`config.mk`:
```
export PLATFORM = sky130hd
export DESIGN_NAME = wm
export DESIGN_NICKNAME = d
export VERILOG_FILES = /design/src/rtl/wm.sv
export SDC_FILE = /design/constraint.sdc
export NUM_CORES = 1
export LEC_CHECK = 0
export BUFFER_PORTS_ARGS = -buffer_cell sky130_fd_sc_hd__buf_4
export CORE_AREA = 8 8 45 47
export CTS_CLUSTER_DIAMETER = 100
export DETAILED_ROUTE_END_ITERATION = 6
export DIE_AREA = 0 0 53 55
export SYNTH_ARGS = -nofsm -noshare
export SYNTH_HDL_FRONTEND = slang
export SYNTH_SLANG_ARGS = --single-unit
```
`constraint.sdc`:
```
create_clock -name clk -period 3.41 [get_ports clk]
set_input_delay 0.682 -clock clk [delete_from_list [all_inputs] [get_ports clk]]
set_output_delay 0.682 -clock clk [all_outputs]
set_load 0.03 [all_outputs]
```
`src/rtl/wm.sv`:
```
// wm: washing-machine sequencer running wash, rinse and spin phases of
// parameterised length after a start request, with one-hot phase outputs.
module wm #(
    parameter int WASH_CYCLES  = 3,
    parameter int RINSE_CYCLES = 2,
    parameter int SPIN_CYCLES  = 2
) (
    input  logic clk,
    input  logic reset,
    input  logic start,
    output logic wash,
    output logic rinse,
    output logic spin
);
    localparam int MAX_CYCLES = (WASH_CYCLES > RINSE_CYCLES)
                              ? ((WASH_CYCLES > SPIN_CYCLES) ? WASH_CYCLES : SPIN_CYCLES)
                              : ((RINSE_CYCLES > SPIN_CYCLES) ? RINSE_CYCLES : SPIN_CYCLES);
    localparam int CW = (MAX_CYCLES > 1) ? $clog2(MAX_CYCLES) : 1;
    localparam logic [CW-1:0] WASH_LAST  = CW'(WASH_CYCLES - 1);
    localparam logic [CW-1:0] RINSE_LAST = CW'(RINSE_CYCLES - 1);
    localparam logic [CW-1:0] SPIN_LAST  = CW'(SPIN_CYCLES - 1);

    generate
        if (WASH_CYCLES < 1 || RINSE_CYCLES < 1 || SPIN_CYCLES < 1) begin : g_bad_params
            $error("wm: every phase must last at least one cycle");
        end
    endgenerate

    typedef enum logic [1:0] {IDLE, WASH, RINSE, SPIN} state_e;

    state_e          state_q, state_d;
    logic [CW-1:0]   cnt_q, cnt_d;

    always_ff @(posedge clk or negedge reset) begin
        if (!reset) begin
            state_q <= IDLE;
            cnt_q   <= '0;
        end else begin
            state_q <= state_d;
            cnt_q   <= cnt_d;
        end
    end

    // Counter clears on every phase entry; within a phase it counts up.
    always_comb begin
        state_d = state_q;
        cnt_d   = cnt_q + 1'b1;
        case (state_q)
            IDLE: begin
                cnt_d   = '0;
                state_d = start ? WASH : IDLE;
            end
            WASH: if (cnt_q == WASH_LAST) begin
                state_d = RINSE;
                cnt_d   = '0;
            end
            RINSE: if (cnt_q == RINSE_LAST) begin
                state_d = SPIN;
                cnt_d   = '0;
            end
            SPIN: if (cnt_q == SPIN_LAST) begin
                state_d = IDLE;
                cnt_d   = '0;
            end
            default: begin
                state_d = IDLE;
                cnt_d   = '0;
            end
        endcase
    end

    always_comb begin
        wash  = (state_q == WASH);
        rinse = (state_q == RINSE);
        spin  = (state_q == SPIN);
    end
endmodule

```
==> results.py, run 1 <==
metrics = {
    "status": {
        "status": "finished, final reports clean",
    },
    "timing": {
        "fin_crit_sh": 0.5361,
        "maxSlewViolCount": 0,
        "setup_viol": 0,
        "fin_skew_ns": 0.001980,
        "hold_viol_final": 0,
        "rsz0062_at_grt": "false",
        "max_freq_mhz": 547.0,
        "fin_setup_tns_ns": 0,
        "fin_crit_ns": 1.828,
        "max-slew-margin-rel": 0.8688,
        "worst_slew_pin_slew_ns": 0.1968,
    },
    "grt": {
        "grt_use_met1": 0.03969,
        "use_met2": 0.06445,
        "use_met3": 0.01604,
        "antenna_found_initial": 0,
        "grt_pass1_wl_um": 862,
        "track_usage": 0.04215,
        "grt_pass1_vias": 217,
        "overflow": 0,
        "grt_start_max_net_pins": 5,
        "grt-busiest-layer": "met2",
    },
    "placed_design": {
        "port-buffer-count": 5,
        "dpl.hpwl_um": 404.7,
        "post-place-cells": 44,
        "gp_congestion": 0.6802,
    },
    "critical_path": {
        "crit_path_top_delay_cell": "dfrtp_1",
        "cp_max_fo": 4,
        "cp_top_family": "flip-flops",
        "cp-start-kind": "flip-flop",
        "crit_buf_inv": 2,
        "worstSetupPathType": "flip-flop to primary output",
        "cp.required_ns": 2.73,
        "cp-startpoint": "state_q[0]$_DFFE_PN0P_",
        "crit_path_end_kind": "primary output",
        "crit_path_max_incr_delay_ns": 0.40,
        "r2r_start": "state_q[0]$_DFFE_PN0P_",
        "critPathArrivalTime_ns": 1.15,
        "crit_chain": "inv_1 -> ha_1 -> buf_4",
    },
    "clocking": {
        "clockRootBuffer": "clkbuf_4",
        "numCtsBuffers": 3,
        "post_cts_resized": 0,
        "cts_sinks": 4,
        "clock_path_buffers": 2,
        "cts_hold_buf": 0,
        "h-tree-depth": 1,
        "cts_tree": "yes",
        "postCtsSetupRepairBufs": 0,
        "cts.clk_slew.worst_paths_ns": 0.04,
        "clock_latency_ns": 0.23,
    },
    "job": {
        "maxCapViolCount": 0,
    },
    "detailed_routing": {
        "first_pass_iters": 3,
        "routed_via_density": 3.957,
        "vias": 186,
        "dr.first_iter.drc_count": 2,
        "drc": 0,
        "postRouteAntennaNets": 0,
        "avgRoutedWirePerCell_um": 10.30,
        "wirelength_um": 484,
    },
    "synth": {
        "syn_area_um2": 265.3,
        "synth_seq_area_share": 0.3774,
        "syn_inst": 23,
        "synth_flop_cell": "dfrtp_1",
        "ys_async_sr_fraction": 1.000,
        "ys_seq_elements": 4,
        "synth_enable_flop_cells": 0,
        "ys_types": 12,
        "synth_area_leaders": "dfrtp_1 (38%), ha_1 (19%), mux2i_1 (7.5%)",
        "synth_area_leader_cell": "dfrtp_1",
        "syn-mean-instance-area_um2": 11.53,
        "yosysWarnings": 0,
        "synth_common_cells": "dfrtp_1 (4), ha_1 (4)",
        "syn_nets": 30,
        "yosysTopAreaCellShare": 0.3774,
    },
    "finish": {
        "layout.nets": 40,
        "antenna_cells": 0,
        "instances_no_fill": 47,
        "drive_above_1_share": 0.3871,
        "area_growth_pct": 30.19,
    },
    "floorplan": {
        "core_area_um2": 1384,
        "die_width_um": 53,
        "num_rows": 14,
        "dieArea_um2": 2915,
        "io_pins": 6,
        "die_y_um": 55,
        "start_util": 0.1917,
    },
    "power_and_ir_drop": {
        "power_density_nw_per_um2": 1099,
        "peakVddDrop_uv": 277.3,
        "p_leak_nw": 0.1707,
    },
    "worst_hold_path": {
        "hp-class": "primary input to asynchronous set/reset pin",
    },
}
registers in the layout, summed over array words and instances (netlist names):
signal	cells
cnt_q	2
state_q	2
where the power goes:
group	internal [mW]	total [mW]	leakage (nW)	switching, mW
clock network	0.0394	0.0592	0.0138	0.0198
logic	0.111	0.229	0.106	0.118
registers	0.0693	0.0914	0.0507	0.0221
total	0.219	0.380	0.171	0.160
metrics by stage:
stage                       util  hold WS [ns]  cell area (µm²)  setup WS, ns  total power, mW
after global placement    0.2333        0.4791            322.8         1.834           0.3231
after global routing      0.2495        0.2333            345.3         1.494           0.4132
after detailed placement  0.2333        0.4811            322.8         1.812           0.3252
after CTS                 0.2495        0.2339            345.3         1.562           0.3853
final                     0.2495        0.2357            345.3         1.582           0.3797
after floorplan                -        0.3864            265.3         1.729           0.2712
path summary, 6_finish.rpt:
check	cells past startpoint	slack (ns)	to
min	1	0.24	state_q[0]$_DFFE_PN0P_
max reg2reg	6	1.84	state_q[1]$_DFFE_PN0P_
max in group asynchronous	1	3.07	cnt_q[1]$_DFF_PN0_
min in group clk	1	0.53	cnt_q[0]$_DFF_PN0_
min reg2reg	1	0.53	cnt_q[0]$_DFF_PN0_
max	3	1.58	rinse
worst register-to-register path, stage by stage (launching register included):
cell	delay [ns]
dfrtp_1	0.40
inv_1	0.11
ha_1	0.23
nor2_1	0.07
a21boi_2	0.15
a21oi_2	0.19
mux2_4	0.32
layout make-up:
type / instances / area, µm²
clock buffer: 3 / 22.52
fill: 145 / 1039
inverter: 2 / 7.507
multi-input combinational: 17 / 157.7
sequential: 4 / 100.1
tap: 16 / 20.02
timing repair buffer: 5 / 37.54
routing by layer:
layer,vias to the layer above,part of all wire
met5,-,0
met4,0,0
met3,0,0.0021
met2,2,0.53
met1,89,0.46
li1,95,-
cells in the final DEF (no fill, tap or decap):
cell type	instances
mux2_4	1
ha_1	4
a21boi_2	1
nor2_1	2
nand2b_4	1
nor2b_1	2
inv_1	2
clkbuf_4	3
mux2i_1	2
o2bb2ai_1	1
dfrtp_1	4
a21oi_2	1
buf_4	5
nor3_1	2
cell families after synthesis:
| kind of cell | after synthesis | share of synthesized area |
|---|---|---|
| and+or+nand+nor | 7 | 0.1651 |
| DFF | 4 | 0.3774 |
| buffers and inverters | 2 | 0.02831 |
| adders and majority gates | 4 | 0.1887 |
| AOI/OAI and AO/OA | 3 | 0.1085 |
| muxes | 3 | 0.1321 |
Power figures use the tool's default switching activity.
==> inputs of run 2 (changes only) <==
==> constraint.sdc (replaced) <==
create_clock -name clk -period 1.5 [get_ports clk]
set_input_delay 0.3 -clock clk [delete_from_list [all_inputs] [get_ports clk]]
set_output_delay 0.3 -clock clk [all_outputs]
set_load 0.03 [all_outputs]
==> run 2 against run 1 <==
Effect of this change: worst hold slack improved by 0.15 ns; die area unchanged; non-clock buffer count grew 5; setup slack lost 1.5 ns; sequential power rose to 2.6 times the previous value; routed wire length rose by 14%; clock skew is 0.0073 ns higher; cell count increased by 13%; clock power up 150%; clock-buffer cell count increased by 1; global-route usage grew 0.71 points; core utilization rose by 6.5 points.
==> results.py, run 2 (synthesized netlist as in run 1, its figures left out) <==
metrics = {
    "power_and_ir_drop": {
        "p_clk_frac": 0.137,
        "p_leak_nw": 0.1939,
        "swShare": 0.4051,
        "power.total_mw": 1.073,
        "combPwrFrac": 0.645,
        "seqPwrFrac": 0.218,
        "peakVddDrop_uv": 924.8,
        "p_int_mw": 0.6381,
        "power_density_nw_per_um2": 2463,
        "power_switching_mw": 0.4345,
    },
    "detailed_routing": {
        "postRouteAntennaNets": 0,
        "dr.first_iter.drc_count": 1,
        "routed_via_density": 3.868,
        "first_pass_iters": 2,
        "avgRoutedWirePerCell_um": 10.45,
        "wirelength_um": 554,
        "vias": 205,
        "drc": 0,
    },
    "grt": {
        "grt_pass1_vias": 218,
        "overflow": 0,
        "grt_pass1_wl_um": 972,
        "track_usage": 0.04926,
        "antenna_found_initial": 0,
        "grt_start_max_net_pins": 5,
    },
    "floorplan": {
        "die_width_um": 53,
        "io_pins": 6,
        "dieArea_um2": 2915,
        "die_y_um": 55,
        "num_rows": 14,
        "core_area_um2": 1384,
        "start_util": 0.1917,
    },
    "finish": {
        "fill_cells": 152,
        "final_common_cell": "buf_4",
        "drive_above_1_share": 0.6216,
        "top_regs": "cnt_q x2, state_q x2",
        "instances_no_fill": 53,
        "antenna_cells": 0,
        "layout.nets": 45,
        "area_growth_pct": 64.15,
        "final_cell_mix": "buf_4 (8), ha_4 (3), clkbuf_4 (3)",
    },
    "job": {
        "maxCapViolCount": 0,
    },
    "clocking": {
        "clockRootBuffer": "clkbuf_4",
        "numCtsBuffers": 3,
        "cts_sinks": 4,
        "h-tree-depth": 1,
        "clock_latency_ns": 0.24,
        "clock_path_buffers": 2,
        "cts.clk_slew.worst_paths_ns": 0.04,
        "cts_tree": "yes",
    },
    "placed_design": {
        "dpl.hpwl_um": 421,
        "post-place-cells": 47,
        "gp_congestion": 0.7221,
        "dp_slack_ns": 0.06051,
        "port-buffer-count": 5,
    },
    "worst_hold_path": {
        "hp-class": "primary input to asynchronous set/reset pin",
    },
    "critical_path": {
        "cp.required_ns": 1.20,
        "cp_top_family": "flip-flops",
        "crit_path_top_delay_cell": "dfrtp_2",
        "cp-start-kind": "flip-flop",
        "cpMostUsedCell": "buf_4",
        "crit_path_max_incr_delay_ns": 0.43,
        "worstSetupPathType": "flip-flop to primary output",
        "crit_buf_inv": 2,
        "crit_chain": "buf_4 -> ha_4 -> buf_4",
        "crit_path_end_kind": "primary output",
        "critPathArrivalTime_ns": 1.15,
        "cp_max_fo": 4,
    },
    "timing": {
        "fin_hold_ws_ns": 0.3859,
        "worst_slew_pin_slew_ns": 0.1402,
        "fin_crit_sh": 0.9665,
        "fin_skew_ns": 0.009282,
        "max_freq_mhz": 689.8,
        "setup_viol": 0,
        "hold_viol_final": 0,
        "max-slew-margin-rel": 0.9038,
        "worst_slack_ns": 0.05031,
        "rsz0062_at_grt": "false",
        "maxSlewViolCount": 0,
        "fin_crit_ns": 1.450,
    },
    "status": {
        "status": "finished, final reports clean",
    },
}
==> run 2: changes by cell type in the layout (fill, tap and decap cells not counted), moves of 2 or more <==
cell	previous run	this run
ha_1	4	1
ha_4	0	3
buf_4	5	8
dfrtp_1	4	2
dfrtp_2	0	2
==> run 2: worst register-to-register path, delay by kind of cell (launching register included) <==
kind / cells / cell delay, ns
compound gates: 2 / 0.29
mux: 1 / 0.31
fa+ha+maj: 1 / 0.14
buf+inv: 1 / 0.09
simple gates: 1 / 0.03
flops: 1 / 0.43
==> run 2: final cells by class <==
| type | count | area (µm²) | share of cell area |
|---|---|---|---|
| Inverter | 2 | 7.507 | 0.01724 |
| Multi-Input combinational cell | 17 | 197.7 | 0.4540 |
| Clock buffer | 4 | 26.28 | 0.06034 |
| Timing Repair Buffer | 10 | 81.33 | 0.1868 |
| Tap cell | 16 | 20.02 | 0.04598 |
| Sequential cell | 4 | 102.6 | 0.2356 |
==> run 2: layer usage <==
metal / wire, µm / part of all wire / vias to the layer above / global-route usage
met1: 252 / 0.45 / 93 / 0.05344
li1: - / - / 104 / -
met5: 0 / 0 / - / 0
met2: 235 / 0.42 / 8 / 0.06055
met4: 0 / 0 / 0 / 0.03879
met3: 66 / 0.12 / 0 / 0.04011
==> run 2: power by group through the flow <==
| stage | Clock (mW) | Sequential (mW) | Combinational (mW) |
|---|---|---|---|
| finish | 0.146 | 0.234 | 0.692 |
| global route | 0.163 | 0.243 | 0.759 |
| CTS | 0.152 | 0.235 | 0.688 |
| detailed placement | 0 | 0.240 | 0.655 |
| global placement | 0 | 0.241 | 0.660 |
| floorplan | 0 | 0.225 | 0.496 |
==> run 2: what timing repair did <==
action	4_1_cts	5_1_grt
setup buffers	1	0
endpoints found under the setup margin	2	1
pin swaps	0	0
endpoints found under the hold margin	4	0
hold buffers	1	0
gates resized for setup	1	1
==> run 2: worst paths after layout <==
path	start	end	slack, ns	depth (start not counted)
setup reg to reg	state_q[0]$_DFFE_PN0P_	state_q[1]$_DFFE_PN0P_	0.09	6
hold reg to reg	cnt_q[0]$_DFF_PN0_	cnt_q[0]$_DFF_PN0_	0.50	1
setup / recovery	state_q[0]$_DFFE_PN0P_	wash	0.05	3
max in group asynchronous	reset	cnt_q[1]$_DFF_PN0_	0.99	2
hold / removal	reset	state_q[1]$_DFFE_PN0P_	0.39	2
min in group clk	start	state_q[0]$_DFFE_PN0P_	0.39	3
==> run 2: metrics by stage <==
| stage | TNS [ns] | area, µm² | util |
|---|---|---|---|
| 3_3_place_gp | 0 | 386.6 | 0.2794 |
| 6_report | 0 | 435.4 | 0.3146 |
| 3_5_place_dp | 0 | 386.6 | 0.2794 |
| 2_1_floorplan | -0.004975 | 306.5 | - |
| 5_1_grt | 0 | 435.4 | 0.3146 |
| 4_1_cts | 0 | 431.7 | 0.3119 |
==> inputs of run 3 (changes only) <==
--- a/config.mk
+++ b/config.mk
@@ -6,10 +6,11 @@
 export NUM_CORES = 1
 export LEC_CHECK = 0
 export BUFFER_PORTS_ARGS = -buffer_cell sky130_fd_sc_hd__buf_4
-export CORE_AREA = 8 8 45 47
+export CORE_AREA = 2 2 39 41
 export CTS_CLUSTER_DIAMETER = 100
 export DETAILED_ROUTE_END_ITERATION = 6
-export DIE_AREA = 0 0 53 55
+export DIE_AREA = 0 0 41 43
+export REMOVE_ABC_BUFFERS = 1
 export SYNTH_ARGS = -nofsm -noshare
 export SYNTH_HDL_FRONTEND = slang
 export SYNTH_SLANG_ARGS = --single-unit
==> run 3 against run 2 <==
Effect of this change: worst hold slack got worse by 0.014 ns; design area decreased by 7.5%; critical endpoint unchanged; clock-buffer cell count decreased by 1; sequential power decreased by 4%; register-to-register slack got worse by 0.02 ns; first-iteration DRC count decreased by 100%; largest cell class unchanged; critical path type unchanged; maximum frequency about the same; via count decreased by 1.5%; core utilization decreased by 2.4 points; flip-flop and latch count unchanged.
==> results.py, run 3 (synthesized netlist as in run 1, its figures left out) <==
metrics = {
    "status": {
        "status": "finished, final reports clean",
    },
    "finish": {
        "final_cell_mix": "buf_4 (7), clkbuf_4 (3), dfrtp_1 (3)",
        "instances_no_fill": 51,
        "ff_latch_area_um2": 101.3,
        "drive_above_1_share": 0.6000,
        "top_regs": "cnt_q x2, state_q x2",
        "multiInputGateArea_um2": 177.7,
        "post-route-util": 0.2911,
        "antenna_cells": 0,
        "final_common_cell": "buf_4",
        "design_area_um2": 402.9,
        "layout.nets": 44,
        "fill_cells": 145,
        "area_growth_pct": 51.89,
    },
    "critical_path": {
        "crit_path_top_delay_cell": "dfrtp_2",
        "crit_buf_inv": 2,
        "crit_path_max_incr_delay_ns": 0.44,
        "r2r_setup_slack_ns": 0.07,
        "cp_top_family": "flip-flops",
        "crit_chain": "inv_1 -> ha_2 -> buf_4",
        "ff2ff_path_depth": 5,
        "critPathArrivalTime_ns": 1.15,
        "worstSetupPathType": "flip-flop to primary output",
        "cp-start-kind": "flip-flop",
        "cp_max_fo": 4,
        "crit_path_end_kind": "primary output",
        "cp.depth": 3,
        "cp.required_ns": 1.20,
    },
    "clocking": {
        "cts_sinks": 4,
        "numCtsBuffers": 3,
        "clockRootBuffer": "clkbuf_4",
        "h-tree-depth": 1,
        "clock_latency_ns": 0.24,
        "clock_path_buffers": 2,
        "cts_tree": "yes",
        "cts.clk_slew.worst_paths_ns": 0.04,
    },
    "detailed_routing": {
        "postRouteAntennaNets": 0,
        "wirelength_um": 520,
        "avgRoutedWirePerCell_um": 10.20,
        "routed_via_density": 3.961,
        "drc": 0,
        "vias": 202,
        "first_pass_iters": 1,
        "dr.first_iter.drc_count": 0,
    },
    "power_and_ir_drop": {
        "swShare": 0.4142,
        "power_switching_mw": 0.4099,
        "power_density_nw_per_um2": 2457,
        "p_int_mw": 0.5799,
        "peakVddDrop_uv": 601.6,
        "p_leak_nw": 0.1857,
        "combPwrFrac": 0.635,
        "seqPwrFrac": 0.226,
        "p_clk_frac": 0.139,
    },
    "job": {
        "maxCapViolCount": 0,
    },
    "grt": {
        "overflow": 0,
        "antenna_found_initial": 0,
        "grt_pass1_vias": 196,
        "grt_start_max_net_pins": 5,
        "track_usage": 0.07762,
        "grt_pass1_wl_um": 855,
    },
    "timing": {
        "worst_slew_pin_slew_ns": 0.1682,
        "maxSlewViolCount": 0,
        "worst_slack_ns": 0.04936,
        "hold_viol_final": 0,
        "fin_crit_ns": 1.451,
        "fin_skew_ns": 0.005323,
        "max-slew-margin-rel": 0.8870,
        "fin_crit_sh": 0.9671,
        "setup_viol": 0,
        "max_freq_mhz": 689.4,
    },
    "worst_hold_path": {
        "hp-class": "primary input to flip-flop",
        "min_path_cells": 3,
    },
    "placed_design": {
        "gp_congestion": 0.7175,
        "dp_slack_ns": 0.04742,
        "post-place-cells": 46,
        "dpl.hpwl_um": 388.6,
        "port-buffer-count": 5,
        "postPlaceCellArea_um2": 337.8,
    },
    "floorplan": {
        "io_pins": 6,
        "die_width_um": 41,
        "core_area_um2": 1384,
        "dieArea_um2": 1763,
        "start_util": 0.1917,
        "die_y_um": 43,
        "num_rows": 14,
    },
}
run 3: cell count changes in the layout (fill, tap and decap cells not counted), sizes merged:
cell,before,now
clkbuf,4,3
buf,9,8
run 3: per-layer routing:
metal	share of wire	GRT usage
met1	0.39	0.09121
met2	0.53	0.1063
met3	0.031	0.01571
met4	0.046	0.08000
met5	0	0
run 3: final cells by class:
cell class	count	area share
clock buffers	3	0.05590
inverters	2	0.01863
multi-input cells	17	0.4410
flip-flops and latches	4	0.2516
well taps	16	0.04969
repair buffers	9	0.1832
run 3: stage by stage:
step                       TNS [ns]  hold WS (ns)  power [mW]
after floorplan             -0.1926      0.004409      0.6166
after global placement            0       0.09814      0.7716
after detailed placement          0       0.09713      0.7753
after CTS                         0        0.3803      0.9534
after global routing      -0.001526        0.3993       1.068
final                             0        0.3716      0.9898
run 3: final timing paths:
check                                               to              startpoint
worst max register to register  state_q[1]$_DFFE_PN0P_  state_q[1]$_DFFE_PN0P_
worst max-delay path                              wash  state_q[1]$_DFFE_PN0P_
max in group asynchronous       state_q[1]$_DFFE_PN0P_                   reset
worst min-delay path            state_q[0]$_DFFE_PN0P_                   start
min in group asynchronous           cnt_q[0]$_DFF_PN0_                   reset
worst min register to register      cnt_q[0]$_DFF_PN0_      cnt_q[0]$_DFF_PN0_
run 3: worst register-to-register path, stage by stage (launching register included):
cell,delay (ns)
dfrtp_2,0.44
inv_1,0.10
ha_2,0.21
nor2_1,0.06
a21oi_2,0.19
mux2_4,0.31
run 3: what timing repair did:
action / 4_1_cts / 5_1_grt
hold buffers: 1 / 0
endpoints found under the hold margin: 4 / 0
pin swaps: 0 / 1
buffers inserted: 1 / 0
endpoints found under the setup margin: 1 / 3
gates resized for setup: 1 / 7
gates cloned: 0 / 0
run 3: power by group through the flow:
| stage | sequential (mW) | clock [mW] | combinational, mW |
|---|---|---|---|
| final | 0.224 | 0.138 | 0.628 |
| after floorplan | 0.196 | 0 | 0.420 |
| after CTS | 0.212 | 0.144 | 0.598 |
| after global placement | 0.211 | 0 | 0.560 |
| after global routing | 0.232 | 0.154 | 0.683 |
| after detailed placement | 0.213 | 0 | 0.562 |
